**src/rtl/seq_signed_divider.sv**
```systemverilog
// rtl/seq_signed_divider.sv - sign-magnitude restoring divider, one quotient bit per clock
// Optional: `define DIVIDER_EARLY_EXIT_EN skips iteration when dividend_mag < |divisor|.
module seq_signed_divider #(
  parameter int DVD_W = 14,
  parameter int DVS_W = 8
) (
  input  logic             sys_clk,
  input  logic             rst,
  input  logic             start,
  input  logic [DVD_W-1:0] dividend_mag,
  input  logic             dividend_sign,
  input  logic [DVS_W-1:0] divisor,
  output logic             busy,
  output logic             done,
  output logic [DVD_W-1:0] quotient_mag,
  output logic             quotient_sign,
  output logic [DVS_W-1:0] remainder_mag,
  output logic             div_by_zero
);

  localparam int CNT_W = $clog2(DVD_W + 1);

  typedef enum logic [1:0] {S_IDLE, S_LOAD, S_ITER, S_DONE} state_t;

  state_t           state;
  logic [DVD_W-1:0] dvd_q;
  logic             sign_q;
  logic [DVS_W-1:0] dvs_q;
  logic [DVS_W:0]   abs_q;
  logic [DVS_W:0]   prem_q;
  logic [CNT_W-1:0] cnt_q;

  logic [DVS_W:0]   dvs_ext;
  logic [DVS_W:0]   abs_comb;
  logic [DVS_W:0]   shift_rem;
  logic [DVS_W+1:0] trial;
  logic             no_borrow;
  logic [DVS_W:0]   next_rem;
  logic [DVD_W-1:0] next_q;
  logic             neg_q;
  logic             unused_prem_msb;

  // Extra bit lets |-2^(DVS_W-1)| be represented exactly.
  assign dvs_ext   = {dvs_q[DVS_W-1], dvs_q};
  assign abs_comb  = dvs_q[DVS_W-1] ? (~dvs_ext + 1'b1) : dvs_ext;

  assign shift_rem = {prem_q[DVS_W-1:0], dvd_q[DVD_W-1]};
  assign trial     = {1'b0, shift_rem} - {1'b0, abs_q};
  assign no_borrow = ~trial[DVS_W+1];
  assign next_rem  = no_borrow ? trial[DVS_W:0] : shift_rem;
  assign next_q    = {dvd_q[DVD_W-2:0], no_borrow};
  assign neg_q     = sign_q ^ dvs_q[DVS_W-1];

  // Partial remainder stays below |divisor|, so its top bit never feeds the next shift.
  assign unused_prem_msb = prem_q[DVS_W];

  always_ff @(posedge sys_clk or negedge rst) begin
    if (!rst) begin
      state         <= S_IDLE;
      dvd_q         <= '0;
      sign_q        <= 1'b0;
      dvs_q         <= '0;
      abs_q         <= '0;
      prem_q        <= '0;
      cnt_q         <= '0;
      busy          <= 1'b0;
      done          <= 1'b0;
      quotient_mag  <= '0;
      quotient_sign <= 1'b0;
      remainder_mag <= '0;
      div_by_zero   <= 1'b0;
    end else begin
      done <= 1'b0;
      case (state)
        S_IDLE: begin
          if (start) begin
            dvd_q       <= dividend_mag;
            sign_q      <= dividend_sign;
            dvs_q       <= divisor;
            div_by_zero <= 1'b0;
            busy        <= 1'b1;
            state       <= S_LOAD;
          end
        end
        S_LOAD: begin
          abs_q <= abs_comb;
          if (dvs_q == '0) begin
            quotient_mag  <= '1;
            quotient_sign <= 1'b0;
            remainder_mag <= '0;
            div_by_zero   <= 1'b1;
            done          <= 1'b1;
            state         <= S_DONE;
          end
`ifdef DIVIDER_EARLY_EXIT_EN
          else if (dvd_q < DVD_W'(abs_comb)) begin
            quotient_mag  <= '0;
            quotient_sign <= 1'b0;
            remainder_mag <= dvd_q[DVS_W-1:0];
            done          <= 1'b1;
            state         <= S_DONE;
          end
`endif
          else begin
            prem_q <= '0;
            cnt_q  <= CNT_W'(DVD_W);
            state  <= S_ITER;
          end
        end
        S_ITER: begin
          prem_q <= next_rem;
          dvd_q  <= next_q;
          cnt_q  <= cnt_q - 1'b1;
          if (cnt_q == CNT_W'(1)) begin
            quotient_mag  <= next_q;
            quotient_sign <= neg_q & (|next_q);
            remainder_mag <= next_rem[DVS_W-1:0];
            done          <= 1'b1;
            state         <= S_DONE;
          end
        end
        S_DONE: begin
          busy  <= 1'b0;
          state <= S_IDLE;
        end
        default: begin
          busy  <= 1'b0;
          state <= S_IDLE;
        end
      endcase
    end
  end

endmodule

```
**config.mk**
```make
export PLATFORM = sky130hd
export DESIGN_NAME = seq_signed_divider
export DESIGN_NICKNAME = d
export VERILOG_FILES = /design/src/rtl/seq_signed_divider.sv
export SDC_FILE = /design/constraint.sdc
export NUM_CORES = 1
export LEC_CHECK = 0
export CAP_MARGIN = 40
export CORE_ASPECT_RATIO = 0.9
export CORE_MARGIN = 4
export CORE_UTILIZATION = 25
export CTS_BUF_LIST = sky130_fd_sc_hd__clkbuf_8 sky130_fd_sc_hd__clkbuf_16
export DETAILED_ROUTE_END_ITERATION = 6
export MAX_ROUTING_LAYER = met4
export PLACE_DENSITY_LB_ADDON = 0.08
export SETUP_SLACK_MARGIN = 0.4
export SYNTH_ARGS = -nofsm -noshare
export SYNTH_HDL_FRONTEND = slang
export SYNTH_SLANG_ARGS = --single-unit
```
**constraint.sdc**
```tcl
create_clock -name sys_clk -period 5.2 [get_ports sys_clk]
set_clock_uncertainty 0.2 [all_clocks]
set_input_delay 1.04 -clock sys_clk [delete_from_list [all_inputs] [get_ports sys_clk]]
set_output_delay 1.04 -clock sys_clk [all_outputs]
set_load 0.02 [all_outputs]
```
==> results_dict.tcl <==
set metrics [dict create \
    cts_sinks 72 \
    maxCapViolations 0 \
    peakVddDrop_uv 284 \
    routedWlPerCell_um 16.0 \
    worstSetupEndpointType "flip-flop" \
    grt_max_degree 49 \
    fin_cells 660 \
    placed_area_mm2 0.00466 \
    grt_overflow_total 0 \
    syn-num-nets 445 \
    initial_core_util 0.254 \
    num-fill-cells 1645 \
    numPortBuffers 51 \
    htreeDepth 3 \
    fin_nets 497 \
    report.final.slew_viol_count 0 \
    core_area_mm2 0.0154 \
    p_comb_frac 0.434 \
    dp_hpwl_um 7910 \
    antenna_found_initial 0 \
    die_x_um 140 \
    ys_ff_latch 72 \
    multi_input_area_mm2 0.00189 \
    p_per_area_mw_per_mm2 559 \
    dr.pass1.iters 4 \
    rsz0062_at_grt "no" \
    pwr-share-seq 0.335 \
    ctsHoldBuffers 0 \
    grt_pass1_wl_um 17500 \
    path_clk_slew_ns 0.06 \
    synth_edf_count 0 \
    clk_latency_ns 0.34 \
    regArea_mm2 0.00180 \
    drt_iter0_markers 185 \
    arrival_ns 2.73 \
    switching_share 0.402 \
    status "completed" \
    hold_viol 0 \
    die_y_um 127 \
    fmax_mhz 369 \
    cts_buffers 9 \
    cts_resized 0 \
    async_flop_share 1.00 \
    via_per_inst 4.62 \
    ios 52 \
    final_cell_mix "dfrtp_1, clkdlybuf4s50_1, nor2_1" \
    diodes 0 \
    yosysWarnings 0 \
    ys_seq_area_frac 0.461 \
    synth_cell_types 63 \
    num_vias 3052 \
    fin_hold_ws_ns 0.280 \
    cp_max_fo 20 \
    fin_crit_ns 2.71 \
    start_kind "flip-flop" \
    worstPathRequired_ns 5.22 \
    postLayoutCellArea_mm2 0.00497 \
    area_growth_pct 27.2 \
    worst_pin_slew_ns 0.694 \
    cts_tree "done" \
    p_leak_uw 0.00212 \
    relSlewSlack 0.534 \
    drtAntennaViolNets 0 \
    drc 0 \
    clockRootBuffer "clkbuf_16" \
    clkPwrFrac 0.231 \
    postSynthCellCount 402 \
    wl_um 10500 \
    clockBufferDepth 2 \
    critPathKind "flip-flop to flip-flop" \
    p_sw_uw 1110 \
    tns_ns 0 \
    gp_congestion 0.755 \
    mostFrequentLayoutCell "dfrtp_1" \
    track_usage 0.129 \
    finalWorstSetupSlack_ns 2.49 \
    dieArea_mm2 0.0177 \
    drive_above_1_share 0.100 \
    hold_class "flip-flop to flip-flop" \
    syn_area_mm2 0.00390 \
    intPower_uw 1660 \
    place_inst 645 \
    setup_viol 0 \
    ys.flop_type "dfrtp_1" \
    post_cts_buffers 0 \
    rows 43 \
    pre_cts_ws_ns 2.41 \
    finalCritPeriodShare 0.521 \
    grt_pass1_vias 3155 \
    synth.avg_cell_area_um2 9.71 \
]
[Yosys cell counts, types with 6 or more instances]
| master | count | area, um^2 |
|---|---|---|
| a21oi_1 | 20 | 100 |
| a31oi_1 | 15 | 93.8 |
| dfrtp_1 | 72 | 1800 |
| ha_1 | 16 | 200 |
| inv_1 | 34 | 128 |
| mux2_2 | 12 | 135 |
| mux2i_1 | 16 | 160 |
| nand2_1 | 35 | 131 |
| nand3_1 | 6 | 30.0 |
| nand4_1 | 6 | 37.5 |
| nor2_1 | 38 | 143 |
| nor3_1 | 9 | 45.0 |
| o21ai_0 | 24 | 120 |
| o21ai_1 | 7 | 35.0 |
[state kept, by name, summed over array words and instances (netlist names)]
| register | flops |
|---|---|
| div_by_zero | 1 |
| quotient_mag | 14 |
| done | 1 |
| state | 2 |
| remainder_mag | 8 |
| abs_q | 9 |
| dvd_q | 14 |
| sign_q | 1 |
| prem_q | 8 |
| cnt_q | 4 |
| dvs_q | 8 |
| busy | 1 |
| quotient_sign | 1 |
[power groups by stage]
stage                     logic, uW  registers [uW]  clock network [uW]
after floorplan                 870             909                   0
after global placement         1180             944                   0
after detailed placement       1220             944                   0
after CTS                      1230             935                 663
after global routing           1370             964                 689
final                          1210             929                 641
[logic make-up (layout without fill, tap and decap cells)]
family | after synthesis | after routing | synth area share
AOI/OAI and AO/OA | 106 | 106 | 0.179
xor gates and xnor gates | 7 | 7 | 0.0157
adders and majority gates | 17 | 17 | 0.0564
buffers and inverters | 50 | 106 | 0.0573
DFF | 72 | 72 | 0.461
muxes | 28 | 28 | 0.0756
and+or+nand+nor | 122 | 122 | 0.155
[per-stage QoR]
stage                     power (uW)   util
after floorplan                 1780      -
after global placement          2130  0.299
after detailed placement        2170  0.303
after CTS                       2820  0.323
after global routing            3020  0.323
final                           2780  0.323
[worst max-delay path, stage by stage (launching register included)]
cell and delay, ns:
dfrtp_1 0.39, inv_1 0.13, ha_2 0.49, nand4bb_1 0.26, o21ai_1 0.18, nor2b_2 0.38
buf_8 0.22, mux2_2 0.34
[area by class of cell]
cell class	instances	area share
Clock buffer	12	0.0536
Clock inverter	3	0.00831
Inverter	34	0.0257
Multi-Input combinational cell	280	0.380
Sequential cell	72	0.363
Tap cell	202	0.0509
Timing Repair Buffer	57	0.119
[worst paths after layout]
path | startpoint | end | slack, ns | depth (start not counted)
setup reg to reg | state[0]$_DFFE_PN0P_ | quotient_mag[0]$_DFFE_PN0P_ | 2.49 | 7
hold / removal | remainder_mag[5]$_DFFE_PN0P_ | remainder_mag[5]$_DFFE_PN0P_ | 0.28 | 2
min in group asynchronous | rst | abs_q[3]$_DFFE_PN0P_ | 0.42 | 1
max in group asynchronous | rst | dvd_q[5]$_DFFE_PN0P_ | 3.82 | 2
hold reg to reg | remainder_mag[5]$_DFFE_PN0P_ | remainder_mag[5]$_DFFE_PN0P_ | 0.28 | 2
setup / recovery | state[0]$_DFFE_PN0P_ | quotient_mag[0]$_DFFE_PN0P_ | 2.49 | 7
[per-layer routing]
| metal | GRT usage | vias to the layer above | wire length, um |
|---|---|---|---|
| li1 | - | 1549 | - |
| met1 | 0.185 | 1432 | 5560 |
| met2 | 0.174 | 55 | 4370 |
| met3 | 0.0351 | 16 | 388 |
| met4 | 0.0410 | 0 | 210 |
| met5 | - | - | 0 |
(Power assumes the default switching activity.)
